`src/rtl/instr_prefetch_queue_if.sv`:
```
// Bundle between the prefetch queue, the instruction memory and the instruction
// register. The prefetch queue side uses "master"; the environment uses "slave".
interface instr_prefetch_queue_if #(
  parameter int DEPTH = 4
);
  localparam int CW = $clog2(DEPTH + 1);

  // Memory side: mem_rd/mem_addr are a fire-and-forget strobe, and mem_rdata
  // is valid exactly one cycle after mem_rd.
  logic        mem_rd;
  logic [63:0] mem_addr;
  logic [31:0] mem_rdata;

  // Consumer side: a transfer happens on a cycle where ir_valid && ir_ready.
  // ir_valid never depends on ir_ready, and ir_ready without ir_valid is ignored.
  logic        ir_valid;
  logic        ir_ready;
  logic [31:0] ir_instr;
  logic [63:0] ir_pc;

  logic        redirect;
  logic [63:0] redirect_pc;
  logic [CW-1:0] count;

  modport master (
    output mem_rd, mem_addr, ir_valid, ir_instr, ir_pc, count,
    input  mem_rdata, ir_ready, redirect, redirect_pc
  );

  modport slave (
    input  mem_rd, mem_addr, ir_valid, ir_instr, ir_pc, count,
    output mem_rdata, ir_ready, redirect, redirect_pc
  );
endinterface

```
`src/rtl/instr_prefetch_queue.sv`:
```
// Instruction prefetch queue: runs ahead of the control FSM, fetching from a
// 1-cycle-latency instruction RAM into a small FIFO of {instr, pc} entries.
module instr_prefetch_queue #(
  parameter int          DEPTH    = 4,
  parameter logic [63:0] PC_RESET = 64'h0
) (
  input  logic                   clk,
  input  logic                   reset,
  instr_prefetch_queue_if.master bus
);
  localparam int PW = (DEPTH > 1) ? $clog2(DEPTH) : 1;
  localparam int CW = $clog2(DEPTH + 1);

  logic [63:0]   fetch_pc;
  logic [63:0]   issued_pc;
  logic          inflight;
  logic          kill;
  logic [PW-1:0] rd_ptr;
  logic [PW-1:0] wr_ptr;
  logic [CW-1:0] count_q;
  logic [31:0]   instr_q [DEPTH];
  logic [63:0]   pc_q    [DEPTH];

  logic          issue;
  logic          push;
  logic          pop;
  logic [CW:0]   occupancy;

  always_comb begin
    occupancy = {1'b0, count_q} + {{CW{1'b0}}, inflight};
    // Reserving a slot for the in-flight read is what makes overflow impossible.
    issue     = !reset && !bus.redirect && (occupancy < (CW + 1)'(DEPTH));
    pop       = (count_q != '0) && bus.ir_ready;
    // A read returning during a redirect (or one already marked killed) is stale.
    push      = inflight && !kill && !bus.redirect;
  end

  always_ff @(posedge clk) begin
    if (reset) begin
      fetch_pc  <= PC_RESET;
      issued_pc <= '0;
      inflight  <= 1'b0;
      kill      <= 1'b0;
      rd_ptr    <= '0;
      wr_ptr    <= '0;
      count_q   <= '0;
      for (int i = 0; i < DEPTH; i++) begin
        instr_q[i] <= '0;
        pc_q[i]    <= '0;
      end
    end else begin
      inflight <= issue;
      kill     <= bus.redirect;

      if (issue) begin
        fetch_pc  <= fetch_pc + 64'd4;
        issued_pc <= fetch_pc;
      end
      if (bus.redirect) begin
        fetch_pc <= bus.redirect_pc & ~64'h3;
      end

      if (push) begin
        instr_q[wr_ptr] <= bus.mem_rdata;
        pc_q[wr_ptr]    <= issued_pc;
        wr_ptr          <= wr_ptr + PW'(1);
      end

      // A pop in the redirect cycle is simply absorbed by the flush.
      if (bus.redirect) begin
        rd_ptr  <= wr_ptr;
        count_q <= '0;
      end else begin
        if (pop) begin
          rd_ptr <= rd_ptr + PW'(1);
        end
        case ({push, pop})
          2'b10:   count_q <= count_q + CW'(1);
          2'b01:   count_q <= count_q - CW'(1);
          default: count_q <= count_q;
        endcase
      end
    end
  end

  assign bus.mem_rd   = issue;
  assign bus.mem_addr = fetch_pc;
  assign bus.ir_valid = (count_q != '0);
  assign bus.ir_instr = instr_q[rd_ptr];
  assign bus.ir_pc    = pc_q[rd_ptr];
  assign bus.count    = count_q;
endmodule

```
`src/flat_wrapper.sv`:
```
// flat-port wrapper written by rule: the top's interface ports become plain ports
module instr_prefetch_queue_flat 
#(
  parameter int          DEPTH    = 4,
  parameter logic [63:0] PC_RESET = 64'h0
)
  (clk, reset, bus_mem_rd, bus_mem_addr, bus_ir_valid, bus_ir_instr, bus_ir_pc, bus_count, bus_mem_rdata, bus_ir_ready, bus_redirect, bus_redirect_pc);
  instr_prefetch_queue_if #(.DEPTH(DEPTH)) bus_i ();
  input  logic clk;
  input  logic reset;
  output wire logic [$bits(bus_i.mem_rd)-1:0] bus_mem_rd;
  output wire logic [$bits(bus_i.mem_addr)-1:0] bus_mem_addr;
  output wire logic [$bits(bus_i.ir_valid)-1:0] bus_ir_valid;
  output wire logic [$bits(bus_i.ir_instr)-1:0] bus_ir_instr;
  output wire logic [$bits(bus_i.ir_pc)-1:0] bus_ir_pc;
  output wire logic [$bits(bus_i.count)-1:0] bus_count;
  input wire logic [$bits(bus_i.mem_rdata)-1:0] bus_mem_rdata;
  input wire logic [$bits(bus_i.ir_ready)-1:0] bus_ir_ready;
  input wire logic [$bits(bus_i.redirect)-1:0] bus_redirect;
  input wire logic [$bits(bus_i.redirect_pc)-1:0] bus_redirect_pc;
  assign bus_mem_rd = bus_i.mem_rd;
  assign bus_mem_addr = bus_i.mem_addr;
  assign bus_ir_valid = bus_i.ir_valid;
  assign bus_ir_instr = bus_i.ir_instr;
  assign bus_ir_pc = bus_i.ir_pc;
  assign bus_count = bus_i.count;
  assign bus_i.mem_rdata = bus_mem_rdata;
  assign bus_i.ir_ready = bus_ir_ready;
  assign bus_i.redirect = bus_redirect;
  assign bus_i.redirect_pc = bus_redirect_pc;
  instr_prefetch_queue #(.DEPTH(DEPTH), .PC_RESET(PC_RESET)) u_core (.clk(clk), .reset(reset), .bus(bus_i));
endmodule
```
`config.mk`:
```
export PLATFORM = sky130hd
export DESIGN_NAME = instr_prefetch_queue_flat
export DESIGN_NICKNAME = d
export VERILOG_FILES = /design/src/rtl/instr_prefetch_queue_if.sv /design/src/rtl/instr_prefetch_queue.sv /design/src/flat_wrapper.sv
export SDC_FILE = /design/constraint.sdc
export NUM_CORES = 1
export LEC_CHECK = 0
export BUFFER_PORTS_ARGS = -buffer_cell sky130_fd_sc_hd__buf_4
export CAP_MARGIN = 40
export CORE_MARGIN = 3
export CORE_UTILIZATION = 60
export DETAILED_ROUTE_END_ITERATION = 8
export GPL_TIMING_DRIVEN = 0
export HOLD_SLACK_MARGIN = 0.08
export PLACE_DENSITY = 0.82
export RECOVER_POWER = 100
export REMOVE_ABC_BUFFERS = 1
export SLEW_MARGIN = 20
export SYNTH_ARGS = -nofsm -noshare
export SYNTH_HDL_FRONTEND = slang
export SYNTH_SLANG_ARGS = --single-unit
```
`constraint.sdc`:
```
create_clock -name clk -period 10.51 [get_ports clk]
set_input_delay 1.5765 -clock clk [delete_from_list [all_inputs] [get_ports clk]]
set_output_delay 1.5765 -clock clk [all_outputs]
set_load 0.01 [all_outputs]
```
==> flow_summary.toml, run 1 <==
[outcome]
status = "finished with violations"
violations = "capacitance limit, slew limit"

[floorplan]
die_w_um = 199
start_util = 0.609
core_um2 = 36700
num_io_pins = 265
rows = 70
die_area_um2 = 39600
die_y_um = 199

[place]
gp_congestion = 0.876
dp_hpwl_mm = 37.3
port_buffers = 258
placed_area_um2 = 25200
dpl_worst_slack_ns = 5.34

[power_and_ir_drop]
vdd_drop_max_v = 0.000135
combinationalPowerShare = 0.063
intPower_mw = 3.52
switchingPower_mw = 0.980
p_per_area_nw_per_um2 = 172
clkPwrFrac = 0.428
leakage_nw = 9.39
p_sw_frac = 0.218
seqPwrFrac = 0.509

[cells_and_area]
final_nets = 2109
finalInstanceArea_um2 = 26100
fill_cells = 2587
layout-drive-gt1-share = 0.153
area.growth.synth_to_final_pct = 16.8

[grt]
grt_pass1_vias = 15600
antenna_found_initial = 6
track_usage = 0.296
grt_max_degree = 81
grt_first_pass_wirelength_mm = 89.0
grt.overflow.total = 0

[min_path]
hold_path_class = "reg -> reg"

[routing]
postRouteAntennaNets = 0
vias = 15500
wl_mm = 58.8
viasPerCell = 6.14
first_iter_violations = 1361
drt-pass1-iter-count = 5
drc_errors = 0
wl_per_cell_um = 23.3

[worst_setup_path]
arrival_ns = 5.95
cp-end-kind = "primary output"
worstPathMaxFanout = 60
crit_required_ns = 8.93
critPathKind = "in -> out"
start_kind = "input pin"

[cts]
clock_sinks = 511
ctsHoldBuffers = 0
root_buffer = "clkbuf_16"
path_clk_slew_ns = 0.06
htreeDepth = 2
cts.path.max_buffers = 3
cts_setup_buffers = 0
clk-insertion-delay-late_ns = 0.57
cts_buffers = 51
cts.repair.resized = 0
tritoncts = "yes"

[sta]
maxSlewHeadroom = -1.29
clock_skew_ns = 0.0217
post-route-period-util = 0.716
rsz0062_at_grt = "false"
min_period_ns = 7.53
max_freq_ghz = 0.133
final-max-slew-violation-count = 384
hold_viol_final = 0
worst_pin_slew_ns = 3.43
finalSetupViolCount = 0
worst_slack_ns = 2.98

[synthesis]
netlist_instances = 1779
synthesis.area_um2 = 22400
yosysWarningCount = 0
ys_seq_area_frac = 0.626
synth_edf_count = 376
syn_area_per_cell_um2 = 12.6
synthTopCellsByArea = "edfxtp_1, dfxtp_1, mux4_2, and2_1, nand2_1"
synth.most_common_cell = "edfxtp_1"
synth-seq-cells = 511
synthArstFlopShare = 0
synthTopCellsByCount = "edfxtp_1, and2_1, nand2_1"
synth_cell_types = 59
synth_ff_type = "edfxtp_1"
synth_area_leader_cell = "edfxtp_1"
netlist.area_leader.share = 0.505

[run]
cap_violations = 10
==> cells in the final DEF (no fill, tap or decap), types with 11 or more instances in the layout <==
master	n
nand2_1	215
buf_4	98
or3_1	17
edfxtp_1	376
clkbuf_1	193
inv_1	46
nand3_1	33
or4_1	11
and3_1	84
xnor2_1	12
mux4_2	94
and2_1	85
a311oi_1	13
a21oi_1	84
nand4_1	26
a211oi_1	12
dfxtp_1	134
clkbuf_16	53
nor2_1	120
nor3_1	15
a31oi_1	14
and2_0	145
==> power by group through the flow <==
stage               clock (mW)  combinational, mW  sequential [mW]
CTS                       1.94              0.318             2.29
detailed placement           0              0.316             2.33
floorplan                    0              0.129             2.33
global route              2.02              0.304             2.30
global placement             0              0.287             2.34
finish                    1.93              0.282             2.29
==> final timing paths <==
| kind | endpoint | slack [ns] | startpoint | cells after the start |
|---|---|---|---|---|
| worst max-delay path | bus_mem_rd | 2.98 | bus_redirect | 6 |
| worst min-delay path | u_core.issued_pc[61] | 0.47 | u_core.issued_pc[61] | 2 |
| worst max register to register | u_core.instr_q[2][30] | 5.58 | u_core.wr_ptr[0] | 7 |
| worst min register to register | u_core.issued_pc[61] | 0.47 | u_core.issued_pc[61] | 2 |
==> area by class of cell <==
type	instances	area (µm²)	area share
flip-flops and latches	511	14000	0.536
multi-input cells	1096	7700	0.295
repair buffers	297	1840	0.0704
clock buffers	71	1430	0.0549
well taps	468	586	0.0224
clock inverters	24	345	0.0132
inverters	49	190	0.00729
diodes	3	7.51	0.000288
==> per-stage QoR <==
stage | total power [mW] | util | cells | hold slack (ns) | setup TNS, ns
after floorplan | 2.46 | - | 1656 | 0.439 | 0
after global placement | 2.63 | 0.665 | 2382 | 0.453 | -551.55
after detailed placement | 2.65 | 0.686 | 2419 | 0.457 | 0
after CTS | 4.55 | 0.735 | 2514 | 0.470 | 0
after global routing | 4.62 | 0.711 | 2518 | 0.488 | 0
final | 4.50 | 0.711 | 2519 | 0.469 | 0
==> cells by family after synthesis <==
group,Yosys count,share of synthesized area
simple gates,791,0.185
compound gates,176,0.0503
fa+ha+maj,3,0.00201
mux,100,0.0976
xor+xnor,22,0.00862
other cells,1,0.000168
buf+inv,175,0.0304
flops,511,0.626
==> per-layer routing <==
layer / track usage / share of wire
met1: 0.392 / 0.38
met5: 0 / 0.00097
met3: 0.0635 / 0.092
met4: 0.107 / 0.031
met2: 0.489 / 0.49
==> critical path, cell delays in order <==
cell      delay, ns
clkbuf_1       2.09
nor2_1         0.38
nand2_1        1.01
buf_16         0.36
inv_4          0.24
clkbuf_1       0.20
==> flip-flops by register name, indices dropped and copies added, names as in the netlist, named ones only <==
signal               flops
u_core.wr_ptr            2
u_core.bus.mem_addr     62
u_core.bus.count         3
u_core.instr_q         128
u_core.issued_pc        62
u_core.kill              1
u_core.inflight          1
u_core.rd_ptr            2
u_core.pc_q            248
No activity file was read; power rests on OpenSTA's default activity.
==> run 2, diff against run 1 <==
CORE_UTILIZATION = 58   (was 60)
PLACE_DENSITY = 0.79   (was 0.82)
clock period = 7.29 ns   (was 10.51 ns; I/O delays follow)
==> run 2 against run 1 <==
Effect of this change: the run still ends with capacitance limit, slew limit left; final area down 0.32%; die area up 3.3%; critical path type is now in -> reg; worst setup slack worse by 1.2 ns; sequential share of layout area up 0.17 points; combinational power up 44%; clock power up 33%; count of clock-buffer cells in the layout up 6; sequential power up 45%; largest power group unchanged; via count down 0.37%; total power up 39%.
==> flow_summary.toml, run 2 (same netlist as run 1, synthesis figures left out) <==
[sta]
clock_skew_ns = 0.0233
worst_slack_ns = 1.75
min_period_ns = 5.54
maxSlewHeadroom = -1.01
max_freq_ghz = 0.181
post-route-period-util = 0.759
hold_viol_final = 0
finalSetupViolCount = 0
final-max-slew-violation-count = 239
worst_pin_slew_ns = 3.01
rsz0062_at_grt = "false"

[power_and_ir_drop]
seqPwrFrac = 0.527
leakage_nw = 9.34
switchingPower_mw = 1.41
intPower_mw = 4.87
combinationalPowerShare = 0.065
p_sw_frac = 0.224
vdd_drop_max_v = 0.000162
clkPwrFrac = 0.408
p_per_area_nw_per_um2 = 241
fin_total_pwr_mw = 6.28

[cells_and_area]
layout_common_cells = "edfxtp_1, nand2_1, clkbuf_1"
layout-drive-gt1-share = 0.149
reg_top3 = "u_core.pc_q (248), u_core.instr_q (128)"
largest_register_ffs = 248
fill_cells = 2828
finalInstanceArea_um2 = 26000
top_register = "u_core.pc_q"
final_common_cell = "edfxtp_1"
antenna_cells = 0
area.growth.synth_to_final_pct = 16.4
final_nets = 2112

[place]
placed_area_um2 = 25300
gp_congestion = 0.889
dp_hpwl_mm = 37.9
port_buffers = 258
dpl_worst_slack_ns = 2.40

[worst_setup_path]
crit_top_cell = "clkbuf_1"
arrival_ns = 5.80
cp_slowest_cell = "or2_4"
worstPathMaxFanout = 60
critPathKind = "in -> reg"
critical_path.top_delay_family = "buffers and inverters"
worst-path-buf-inv = 8
r2r_slack_ns = 2.66
reg2regPathDepth = 6
cp-end-kind = "flop"
crit_chain = "buf_4 -> or2_0 -> or2_2 -> nor3_1 -> clkbuf_1 -> clkbuf_1 -> clkbuf_1 -> clkbuf_1 -> buf_6 -> buf_6 -> or2_4 -> buf_16"
start_kind = "input pin"
r2r_end = "u_core.pc_q[2][7]"
crit_required_ns = 7.55
timing.rr.start = "u_core.wr_ptr[0]"
crit_path_max_incr_delay_ns = 0.52

[min_path]
min-delay-start = "u_core.issued_pc[63]"
hold_depth = 2
hold_end = "u_core.issued_pc[63]"
hold_path_class = "reg -> reg"

[cts]
root_buffer = "clkbuf_16"
cts_buffers = 52
clk-insertion-delay-late_ns = 0.59
clock_sinks = 511
tritoncts = "yes"
cts_setup_buffers = 0
cts.path.max_buffers = 3
htreeDepth = 2
path_clk_slew_ns = 0.06
ctsHoldBuffers = 0
cts.repair.resized = 0

[routing]
vias = 15400
wl_mm = 59.3
postRouteAntennaNets = 0
drc_errors = 0
first_iter_violations = 1277
drt-pass1-iter-count = 5
viasPerCell = 6.02
wl_per_cell_um = 23.1

[grt]
antenna_found_initial = 1
track_usage = 0.288
grt.overflow.total = 0
grt_first_pass_wirelength_mm = 90.3
grt_pass1_vias = 15800
grt_max_degree = 81

[floorplan]
start_util = 0.591
die_w_um = 202
die_area_um2 = 40900
core_um2 = 37800
die_y_um = 202
num_io_pins = 265
rows = 71

[outcome]
status = "finished with violations"
violations = "capacitance limit, slew limit"

[run]
cap_violations = 7
==> run 2: cell types whose count changed in the layout (fill, tap and decap cells not counted), sizes merged <==
cell           delta
buf               +4
clkinv            -1
bufinv            -6
diode             -3
clkbuf            +3
inv               +1
clkdlybuf4s15     +1
==> run 2: cell type report <==
cell class	instances	area (µm²)	area share
Tap cell	511	639	0.0246
Clock inverter	18	161	0.00620
Inverter	49	190	0.00731
Sequential cell	511	14000	0.538
Timing Repair Buffer	299	1880	0.0722
Clock buffer	77	1460	0.0560
Multi-Input combinational cell	1096	7690	0.296
==> run 2: worst max-delay path by stage <==
stage | startpoint | end | slack (ns) | cells past startpoint
2_1_floorplan | bus_redirect | u_core.instr_q[0][0] | 0.61 | 4
3_3_place_gp | reset | u_core.pc_q[0][62] | -6.82 | 5
3_5_place_dp | bus_redirect | u_core.pc_q[0][63] | 2.40 | 12
4_1_cts | bus_redirect | u_core.pc_q[0][60] | 3.01 | 12
5_1_grt | bus_redirect | u_core.pc_q[0][60] | 1.57 | 12
6_report | bus_redirect | u_core.pc_q[0][63] | 1.75 | 12
==> run 2: layer usage <==
metal  track usage  vias to the layer above  wire [µm]
met4         0.102                        2       1820
met5             0                        -         12
met2         0.480                      722      29200
met1         0.383                     7608      23400
li1              -                     6953          -
met3        0.0564                      125       4900
==> run 2: stage by stage <==
step | hold slack, ns | util | instances | setup TNS (ns)
2_1_floorplan | 0.439 | - | 1656 | 0
3_3_place_gp | 0.451 | 0.646 | 2425 | -2026.26
3_5_place_dp | 0.459 | 0.669 | 2466 | 0
4_1_cts | 0.467 | 0.711 | 2561 | 0
5_1_grt | 0.484 | 0.687 | 2561 | 0
6_report | 0.468 | 0.687 | 2561 | 0
==> run 2: power groups by stage <==
stage | Clock [mW] | Combinational (mW) | Sequential, mW
after floorplan | 0 | 0.187 | 3.36
after global placement | 0 | 0.417 | 3.38
after detailed placement | 0 | 0.457 | 3.37
after CTS | 2.59 | 0.460 | 3.31
after global routing | 2.71 | 0.436 | 3.32
final | 2.56 | 0.405 | 3.31
==> run 2: tightest hold or removal path: cells and delay by family, from the launching register on <==
family	cells	cell delay, ns
AO/OA/AOI/OAI	1	0.05
flip-flops	1	0.31
AND/OR/NAND/NOR	1	0.05
